**config.mk**
```make
export PLATFORM = sky130hd
export DESIGN_NAME = pcm_fifo_ctrl
export DESIGN_NICKNAME = d
export VERILOG_FILES = /design/src/rtl/pcm_ctrl_pkg.sv /design/src/rtl/pcm_rate_tick.sv /design/src/rtl/pcm_fifo_ctrl.sv
export SDC_FILE = /design/constraint.sdc
export NUM_CORES = 1
export LEC_CHECK = 0
export ABC_AREA = 1
export CORE_MARGIN = 4
export CORE_UTILIZATION = 30
export DETAILED_ROUTE_END_ITERATION = 7
export GPL_TIMING_DRIVEN = 0
export PLACE_DENSITY = 0.57
export REMOVE_ABC_BUFFERS = 1
export SYNTH_ARGS = -nofsm -noshare
export SYNTH_HDL_FRONTEND = slang
export SYNTH_HIERARCHICAL = 1
export SYNTH_SLANG_ARGS = --single-unit
export TNS_END_PERCENT = 1
```
**constraint.sdc**
```tcl
create_clock -name clock -period 2.8 [get_ports clock]
set_input_delay 0.84 -clock clock [delete_from_list [all_inputs] [get_ports clock]]
set_output_delay 0.84 -clock clock [all_outputs]
set_load 0.02 [all_outputs]
```
**src/rtl/pcm_ctrl_pkg.sv**
```systemverilog
// Shared types and defaults for the PCM record/playback FIFO sequencer.
package pcm_ctrl_pkg;

  localparam int unsigned DBITS_DEF    = 8;
  localparam int unsigned CBITS_DEF    = 20;
  localparam int unsigned PLAY_DIV_DEF = 2083;
  localparam int unsigned SETTLE_DEF   = 3;

  typedef enum logic [1:0] {
    ST_IDLE    = 2'b00,
    ST_RECORD  = 2'b01,
    ST_PLAY    = 2'b10,
    ST_MONITOR = 2'b11
  } pcm_state_e;

  // Bits needed to count 0..n-1, never less than one.
  function automatic int unsigned cnt_width(input int unsigned n);
    return (n > 1) ? $clog2(n) : 1;
  endfunction

  localparam int unsigned DIV_W_DEF = cnt_width(PLAY_DIV_DEF);

endpackage

```
**src/rtl/pcm_rate_tick.sv**
```systemverilog
// Free-running playback rate divider: one-cycle tick every DIV cycles,
// restart zeroes the count so the first tick lands DIV cycles later.
module pcm_rate_tick
  import pcm_ctrl_pkg::*;
#(
  parameter int unsigned DIV = PLAY_DIV_DEF
) (
  input  logic clock,
  input  logic reset,
  input  logic restart,
  output logic tick
);

  localparam int unsigned CW = cnt_width(DIV);
  localparam logic [CW-1:0] LAST = CW'(DIV - 1);

  logic [CW-1:0] cnt_q, cnt_d;
  logic          tick_q, tick_d;

  always_comb begin
    cnt_d  = cnt_q + CW'(1);
    tick_d = 1'b0;
    if (restart) begin
      cnt_d = '0;
    end else if (cnt_q == LAST) begin
      cnt_d  = '0;
      tick_d = 1'b1;
    end
  end

  always_ff @(posedge clock) begin
    if (reset) begin
      cnt_q  <= '0;
      tick_q <= 1'b0;
    end else begin
      cnt_q  <= cnt_d;
      tick_q <= tick_d;
    end
  end

  assign tick = tick_q;

endmodule

```
**src/rtl/pcm_fifo_ctrl.sv**
```systemverilog
// Record/playback sequencer between mic sampler, sample FIFO and audio out.
// Optional MONITOR state (simultaneous record + play) under PCM_FIFO_CTRL_MONITOR_EN.
module pcm_fifo_ctrl
  import pcm_ctrl_pkg::*;
#(
  parameter int unsigned DBITS    = DBITS_DEF,
  parameter int unsigned CBITS    = CBITS_DEF,
  parameter int unsigned PLAY_DIV = PLAY_DIV_DEF,
  parameter int unsigned SETTLE   = SETTLE_DEF
) (
  input  logic             clock,
  input  logic             reset,
  input  logic             cmd_rec,
  input  logic             cmd_play,
  input  logic             cmd_stop,
  input  logic             mic_valid,
  input  logic [DBITS-1:0] mic_data,
  output logic             fifo_wr,
  output logic             fifo_rd,
  output logic [DBITS-1:0] fifo_din,
  input  logic [DBITS-1:0] fifo_dout,
  input  logic             fifo_full,
  input  logic             fifo_empty,
  output logic [DBITS-1:0] pcm_out,
  output logic             pcm_valid,
  output logic [1:0]       state,
  output logic             overrun,
  output logic             underrun,
  output logic [CBITS-1:0] sample_count
);

  localparam int unsigned SW = cnt_width(SETTLE + 1);
  localparam logic [CBITS-1:0] CNT_MAX = '1;

  pcm_state_e       state_q, state_d;
  logic [SW-1:0]    settle_q, settle_d;
  logic [CBITS-1:0] count_q, count_d;
  logic             fifo_wr_q, fifo_wr_d;
  logic             fifo_rd_q, fifo_rd_d;
  logic [DBITS-1:0] fifo_din_q, fifo_din_d;
  logic [DBITS-1:0] pcm_out_q, pcm_out_d;
  logic             pcm_valid_q, pcm_valid_d;
  logic             cap_q, cap_d;
  logic             overrun_q, overrun_d;
  logic             underrun_q, underrun_d;
  logic             pend_q, pend_d;

  logic tick;
  logic enter_c, restart_c, settle_ok_c, tick_ev_c;
  logic do_wr, do_rd;

  assign enter_c     = !cmd_stop && (cmd_rec || cmd_play);
  assign restart_c   = enter_c || !((state_q == ST_PLAY) || (state_q == ST_MONITOR));
  assign settle_ok_c = (settle_q == '0);
  assign tick_ev_c   = tick || pend_q;

  pcm_rate_tick #(.DIV(PLAY_DIV)) u_rate (
    .clock   (clock),
    .reset   (reset),
    .restart (restart_c),
    .tick    (tick)
  );

  // Next state, strobes and counters; a tick that lands inside the settle
  // window is held in pend_q until the flags may be trusted again.
  always_comb begin
    state_d     = state_q;
    settle_d    = settle_ok_c ? settle_q : settle_q - SW'(1);
    count_d     = count_q;
    fifo_wr_d   = 1'b0;
    fifo_rd_d   = 1'b0;
    fifo_din_d  = fifo_din_q;
    pcm_out_d   = pcm_out_q;
    pcm_valid_d = 1'b0;
    cap_d       = fifo_rd_q;
    overrun_d   = overrun_q;
    underrun_d  = underrun_q;
    pend_d      = pend_q;
    do_wr       = 1'b0;
    do_rd       = 1'b0;

    // Read data arrives one cycle after the strobe, whatever the state does.
    if (cap_q) begin
      pcm_out_d   = fifo_dout;
      pcm_valid_d = 1'b1;
    end

    if (cmd_stop) begin
      state_d = ST_IDLE;
      pend_d  = 1'b0;
    end else if (enter_c) begin
      overrun_d  = 1'b0;
      underrun_d = 1'b0;
      pend_d     = 1'b0;
      if (cmd_rec && cmd_play) begin
`ifdef PCM_FIFO_CTRL_MONITOR_EN
        state_d = ST_MONITOR;
`else
        state_d = ST_RECORD;
`endif
      end else if (cmd_rec) begin
        state_d = ST_RECORD;
      end else begin
        state_d = ST_PLAY;
      end
    end else begin
      case (state_q)
        ST_IDLE: ;
        ST_RECORD: begin
          if (mic_valid) begin
            if (!settle_ok_c) begin
              overrun_d = 1'b1;
            end else if (fifo_full) begin
              overrun_d = 1'b1;
              state_d   = ST_IDLE;
            end else begin
              do_wr = 1'b1;
            end
          end
        end
        ST_PLAY: begin
          if (tick_ev_c) begin
            if (!settle_ok_c) begin
              pend_d = 1'b1;
            end else if (fifo_empty) begin
              underrun_d = 1'b1;
              state_d    = ST_IDLE;
              pend_d     = 1'b0;
            end else begin
              do_rd  = 1'b1;
              pend_d = 1'b0;
            end
          end
        end
`ifdef PCM_FIFO_CTRL_MONITOR_EN
        ST_MONITOR: begin
          if (mic_valid) begin
            if (!settle_ok_c) begin
              overrun_d = 1'b1;
            end else if (fifo_full) begin
              overrun_d = 1'b1;
              state_d   = ST_IDLE;
            end else begin
              do_wr = 1'b1;
            end
          end
          // A read sharing a cycle with a write needs two held samples.
          if (tick_ev_c && (state_d == ST_MONITOR)) begin
            if (!settle_ok_c) begin
              pend_d = 1'b1;
            end else if (fifo_empty) begin
              underrun_d = 1'b1;
              state_d    = ST_IDLE;
              pend_d     = 1'b0;
            end else if (do_wr && (count_q < CBITS'(2))) begin
              pend_d = 1'b0;
            end else begin
              do_rd  = 1'b1;
              pend_d = 1'b0;
            end
          end
        end
`endif
        default: state_d = ST_IDLE;
      endcase
    end

    if (do_wr) begin
      fifo_wr_d  = 1'b1;
      fifo_din_d = mic_data;
      settle_d   = SW'(SETTLE);
    end
    if (do_rd) begin
      fifo_rd_d = 1'b1;
      settle_d  = SW'(SETTLE);
    end

    case ({do_wr, do_rd})
      2'b10:   if (count_q != CNT_MAX) count_d = count_q + CBITS'(1);
      2'b01:   if (count_q != '0)      count_d = count_q - CBITS'(1);
      default: ;
    endcase
  end

  always_ff @(posedge clock) begin
    if (reset) begin
      state_q     <= ST_IDLE;
      settle_q    <= '0;
      count_q     <= '0;
      fifo_wr_q   <= 1'b0;
      fifo_rd_q   <= 1'b0;
      fifo_din_q  <= '0;
      pcm_out_q   <= '0;
      pcm_valid_q <= 1'b0;
      cap_q       <= 1'b0;
      overrun_q   <= 1'b0;
      underrun_q  <= 1'b0;
      pend_q      <= 1'b0;
    end else begin
      state_q     <= state_d;
      settle_q    <= settle_d;
      count_q     <= count_d;
      fifo_wr_q   <= fifo_wr_d;
      fifo_rd_q   <= fifo_rd_d;
      fifo_din_q  <= fifo_din_d;
      pcm_out_q   <= pcm_out_d;
      pcm_valid_q <= pcm_valid_d;
      cap_q       <= cap_d;
      overrun_q   <= overrun_d;
      underrun_q  <= underrun_d;
      pend_q      <= pend_d;
    end
  end

  assign fifo_wr      = fifo_wr_q;
  assign fifo_rd      = fifo_rd_q;
  assign fifo_din     = fifo_din_q;
  assign pcm_out      = pcm_out_q;
  assign pcm_valid    = pcm_valid_q;
  assign state        = 2'(state_q);
  assign overrun      = overrun_q;
  assign underrun     = underrun_q;
  assign sample_count = count_q;

endmodule

```
# Yosys cells after proc, flatten, opt, wreduce, memory -nomap -nowiden
# Index checks and enable logic that the tools add are counted.
[op_classes]
n_bitwise = 1
add_sub_neg = 4
n_reduce_logical = 27
n_eq_ne = 18
muxes = 43
[op_table]
columns = ["operator", "n"]
rows = [
  ["2-to-1 mux 20 bit", 2],
  ["one-hot mux 20 bit (2 select lines)", 1],
  ["2-to-1 mux 1 bit", 27],
  ["2-to-1 mux 2 bit", 12],
  ["inequality test 3 bit, second input constant", 7],
  ["adder 20 x 1 -> 20 bit, second input constant", 1],
  ["inequality test 20 bit, second input constant", 1],
  ["nonzero test 20 bit", 1],
  ["subtractor 20 x 1 -> 20 bit, second input constant", 1],
  ["nonzero test 2 bit", 7],
  ["adder 12 x 1 -> 12 bit, second input constant", 1],
  ["== test 12 bit, second input constant", 1],
  ["AND reduction 7 bit", 1],
  ["== test 2 bit, second input constant", 3],
  ["inequality test 2 bit, second input constant", 3],
  ["one-hot mux 2 bit (3 select lines)", 1],
  ["OR reduction 3 bit", 2],
  ["AND reduction 5 bit", 1],
  ["== test 2 x 1 -> 1 bit, second input constant", 2],
  ["logical NOT 2 bit", 2],
  ["logical OR 1 bit", 4],
  ["AND reduction 4 bit", 1],
  ["OR reduction 2 bit", 2],
  ["inequality test 3 x 1 -> 1 bit, second input constant", 1],
  ["6 further kinds", 8],
]
[totals]
output_inout_bits = 43
wordCells = 107
reg_bits = 60
in_bits = 24

# Longest topological paths before layout
[depth]
ltp_word = 9
mapped_depth = 20
depth_no_buf = 18

# Cells and area by module
# Netlist, hierarchy kept.
[by_module_without_submodules]
columns = ["module", "n_inst", "cells_per_inst", "area_each_um2", "seq_area_each_um2"]
rows = [
  ["pcm_fifo_ctrl", 1, 503, 3235.6, 940.9],
  ["pcm_rate_tick", 1, 91, 659.4, 260.2],
]

# Least setup slack after synthesis
# Ideal clock, no wire load.
[synth_timing]
kind = "input-to-reg"
start = "input port fifo_empty"
end = "register count_q[8] (netlist: sample_count[8])"
required_time_ps = 2684
n_path_buf = 1
path_stages = 14
path_slack_ps = 177
arrival_time_ps = 2507
setup_ps = 116
cell_sequence = "inv_1 nand4_2 nor2_8 buf_4 xor2_1 ha_1 o21bai_2 nand2_1 nand2_1 nand2_1 nand2_1 xor2_1 o211ai_1 inv_1"
[synth_via]
elab_chain_cells = 9
elab_cells_between_ends = 13
classes_between = "eq/ne: 4; mux: 7; reduce/logical: 2"
[synth_rtl]
columns = ["element", "line_no", "source"]
rows = [
  ["start, declared", "pcm_fifo_ctrl.sv:23", "input logic fifo_empty,"],
  ["2-to-1 mux 1 bit (*)", "pcm_fifo_ctrl.sv:125", "end else if (fifo_empty) begin"],
  ["2-to-1 mux 1 bit (*)", "pcm_fifo_ctrl.sv:123", "if (!settle_ok_c) begin"],
  ["2-to-1 mux 1 bit (*)", "pcm_fifo_ctrl.sv:122", "if (tick_ev_c) begin"],
  ["2-to-1 mux 1 bit (*)", "pcm_fifo_ctrl.sv:107", "case (state_q)"],
  ["2-to-1 mux 1 bit (*)", "pcm_fifo_ctrl.sv:91", "end else if (enter_c) begin"],
  ["2-to-1 mux 1 bit (*)", "pcm_fifo_ctrl.sv:88", "if (cmd_stop) begin"],
  ["== test 2 x 1 -> 1 bit / == test 2 bit (equally long branches)", "pcm_fifo_ctrl.sv:178", "case ({do_wr, do_rd})"],
  ["inequality test 2 bit (no source line) / nonzero test 2 bit (equally long branches)", "-", ""],
  ["AND reduction 3 bit (no source line)", "-", ""],
  ["end signal, assigned", "pcm_fifo_ctrl.sv:202", "count_q <= count_d;"],
  ["end, declared", "pcm_fifo_ctrl.sv:37", "logic [CBITS-1:0] count_q, count_d;"],
]
# Mark *: on every way between the ends. The rest lies on a longest branch, timed or not.
# A chain may end at the register's enable or synchronous reset.

# Final worst setup path
[layout_timing]
start = "input port cmd_play"
end = "register count_q[15] (netlist: sample_count[15])"
[layout_via]
elab_chain_cells = 7
elab_cells_between_ends = 13
classes_between = "eq/ne: 4; mux: 5; reduce/logical: 4"
[layout_rtl]
columns = ["element", "line_no", "source"]
rows = [
  ["start, declared", "pcm_fifo_ctrl.sv:14", "input logic cmd_play,"],
  ["logical OR 1 bit (*)", "pcm_fifo_ctrl.sv:52", "assign enter_c = !cmd_stop && (cmd_rec || cmd_play);"],
  ["logical AND 1 bit (*)", "pcm_fifo_ctrl.sv:52", ""],
  ["2-to-1 mux 1 bit", "pcm_fifo_ctrl.sv:91", ""],
  ["2-to-1 mux 1 bit", "pcm_fifo_ctrl.sv:88", ""],
  ["== test 2 x 1 -> 1 bit / == test 2 bit (equally long branches)", "pcm_fifo_ctrl.sv:178", ""],
  ["inequality test 2 bit (no source line) / nonzero test 2 bit (equally long branches)", "-", ""],
  ["AND reduction 3 bit (no source line)", "-", ""],
]
# Marked as above.

==> summary.txt <==
Floorplan
  • Die area: 14900 um2
  • Core Box Area: 12700 um2
  • # IOs: 67
  • Starting Density: 30.7%
  • Die W: 122 um
  • Die Height: 122 um
  • Row count: 41

Worst setup path
  • Reg2Reg Depth: 17
  • CP Launch Type: primary input
  • R2R Path End: sample_count[15]
  • Worst Path Required: 3.04 ns
  • R2R setup slack: 0.37 ns
  • Critical path arrival: 2.91 ns
  • End of the critical path: sample_count[15]
  • Crit path kind: primary input to flop
  • CP max FO: 12
  • RR Startpoint: settle_q[0]
  • Critical path capture point type: flop
  • Crit path launch: cmd_play

STA
  • Slew @ Worst Pin: 0.629 ns
  • RSZ-0062 raised after global routing: yes
  • Setup-failing EPs final: 0
  • FMAX: 375 MHz
  • Minimum clock period: 2.66 ns
  • Fin crit share: 95.2%
  • TNS Setup: 0 ns
  • Slew Limit Fails: 0
  • Final Hold Fails: 0
  • Clock skew: 0.0103 ns
  • Rel. slew slack: 58.0%

Clock tree
  • Hold buffer count at CTS: 0
  • Clk root buf: clkbuf_16
  • Sink Count: 60
  • Clk_lat worst skew: 0.34 ns
  • CTS buffer count: 9
  • H-tree depth: 3
  • CTS tree: yes
  • CTS max path bufs: 2
  • Clock Pin Slew Worst Setup and Hold Paths: 0.06 ns

Layout
  • Fin util: 41.6%
  • ANT cells: 0
  • Synthesis-to-layout area growth: 35.3%
  • Fin nets: 692
  • Share of cells above drive strength 1: 16.1%

Synth
  • Mapped Cells: 594
  • Synth Flop Type: dfxtp_1
  • Post-synth EDFFs: 0
  • Async SR Flop Fraction: 0%
  • Mapped cell area: 3890 um2
  • Synth Register Bits: 60
  • Seq/Total Area, Yosys: 30.8%
  • Cell variety after synth: 50
  • Avg Inst Size Synth: 6.56 um2
  • Warning count from the yosys run: 6

Run
  • Max Cap Viol: 0

Global route
  • Largest net degree at the start of global routing: 38
  • Global-route wire length before repair: 19.7 mm
  • Initial antenna violation count: 0
  • GRT Total Usage: 16.9%
  • Number of global-route vias before repair: 3946
  • Gr ovfl total: 0

Power
  • Leakage power: 2.36 nW
  • Power Density: 438 nW/um2
  • Peak VDD IR: 432 uV

Outcome
  • Status: complete, no violations

Place
  • GP Congestion: 0.932
  • Dpl hpwl: 8.43 mm
  • PortBufs: 66

Route
  • Drt drc: 0
  • Initial drt markers: 257
  • TritonRoute pass-1 iters: 5
  • DRT antenna net count: 0
  • Avg WL per Cell: 14.3 um
  • Final wirelength: 12.0 mm
  • Vias per std cell: 4.88
  • Vias post-DR: 4102

Hold path
  • Hold Path Class: flop to flop
synth_stat cells (4+ instances only):
master    instances  area (um2)
a21oi_1          20         100
buf_2             5        25.0
clkbuf_1         11        41.3
dfxtp_1          60        1200
ha_1              4        50.1
inv_1            70         263
inv_2            10        37.5
nand2_1         130         488
nand2_2          13        81.3
nand3_1          42         210
nand4_1          11        68.8
nor2_1           82         308
nor2_2            7        43.8
nor3_1            7        35.0
nor4_1            9        56.3
o211ai_1          9        67.6
o21ai_0          31         155
o41ai_1          12         105
xnor2_1           5        43.8
xor2_1           10        87.6
cell type report:
class                      count  area, um2
fill                        1328       7400
inverter                      82        315
sequential                    60       1200
timing repair buffer          80        803
clock buffer                   9        225
tap                          172        215
clock inverter                 7       98.8
multi-input combinational    431       2410
worst min-delay path by stage:
stage	cells past startpoint	from	to	slack, ns
floorplan	1	u_rate/cnt_q[0]	u_rate/cnt_q[0]	0.44
global route	2	fifo_rd	cap_q	0.47
detailed placement	2	fifo_rd	cap_q	0.42
global placement	2	fifo_rd	cap_q	0.41
CTS	2	fifo_rd	cap_q	0.44
finish	2	fifo_rd	cap_q	0.43
power breakdown:
group / total (mW) / switching [mW] / internal, mW
Sequential: 0.887 / 0.0167 / 0.870
Clock: 1.22 / 0.439 / 0.783
Combinational: 0.201 / 0.112 / 0.0883
Total: 2.31 / 0.568 / 1.74
layer usage:
metal	GRT usage (%)	vias up	part of all wire, %
met4	5.32	0	2.5
li1	-	2080	-
met2	26.2	148	43
met1	21.6	1851	45
met5	0	-	0
met3	6.50	23	9.3
critical path, cell delays in order:
cell	delay, ns
dlygate4sd2_1	0.31
nor2_4	0.16
nand4_4	0.18
buf_12	0.18
nor2_4	0.09
buf_12	0.15
nand2_1	0.05
nand2_1	0.14
nor2_2	0.07
nand3_2	0.10
nand3_1	0.15
nand2_2	0.16
nand2_1	0.06
nand2_1	0.06
nand3_1	0.07
nand3_1	0.08
inv_1	0.05
stage by stage:
step / std cells / cell area, um2 / hold WS, ns / worst slack (ns) / power, mW
3_3_place_gp: 810 / 4650 / 0.415 / -0.798 / 1.08
5_1_grt: 841 / 5270 / 0.469 / -0.0130 / 2.41
3_5_place_dp: 810 / 4650 / 0.416 / -0.821 / 1.09
6_report: 841 / 5270 / 0.432 / 0.135 / 2.31
4_1_cts: 836 / 5130 / 0.435 / -0.00177 / 2.33
2_1_floorplan: 572 / 3780 / 0.440 / 0.153 / 1.01
flip-flops by register name, summed over array words and instances, names as in the netlist:
register / flops
underrun: 1
sample_count: 20
fifo_wr: 1
fifo_din: 8
pcm_out: 8
fifo_rd: 1
u_rate/tick: 1
overrun: 1
state: 2
pend_q: 1
settle_q: 2
cap_q: 1
pcm_valid: 1
u_rate/cnt_q: 12
cell usage in the layout (no fill, tap or decap), types with 9 or more instances in the layout:
cell type	netlist	routed
dfxtp_1	60	60
buf_4	3	10
xor2_1	10	10
o41ai_1	12	12
inv_2	10	12
clkdlybuf4s50_1	0	62
inv_1	70	67
nor4_1	9	9
o21ai_0	31	31
nand2_2	13	18
nand4_1	11	11
nor2_1	82	74
nand2_1	130	123
clkbuf_16	0	9
o211ai_1	9	9
a21oi_1	20	18
nor2_2	7	13
nand3_1	42	38
cell families (layout without fill, tap and decap cells):
logic type	count (synthesis)	after routing	synth area share, %
AO/OA/AOI/OAI	89	89	14.5
XOR/XNOR	16	16	4.08
adder cells (fa/ha/maj)	4	4	1.28
buffers and inverters	104	178	11.0
flip-flops	60	60	30.8
AND/OR/NAND/NOR	321	322	38.4
repair_timing:
| action | CTS | global route |
|---|---|---|
| gates cloned | 1 | 0 |
| setup endpoints to repair | 20 | 38 |
| setup buffers | 9 | 5 |
| pin swaps | 4 | 10 |
| resized for setup | 19 | 26 |
(Power assumes the default switching activity.)
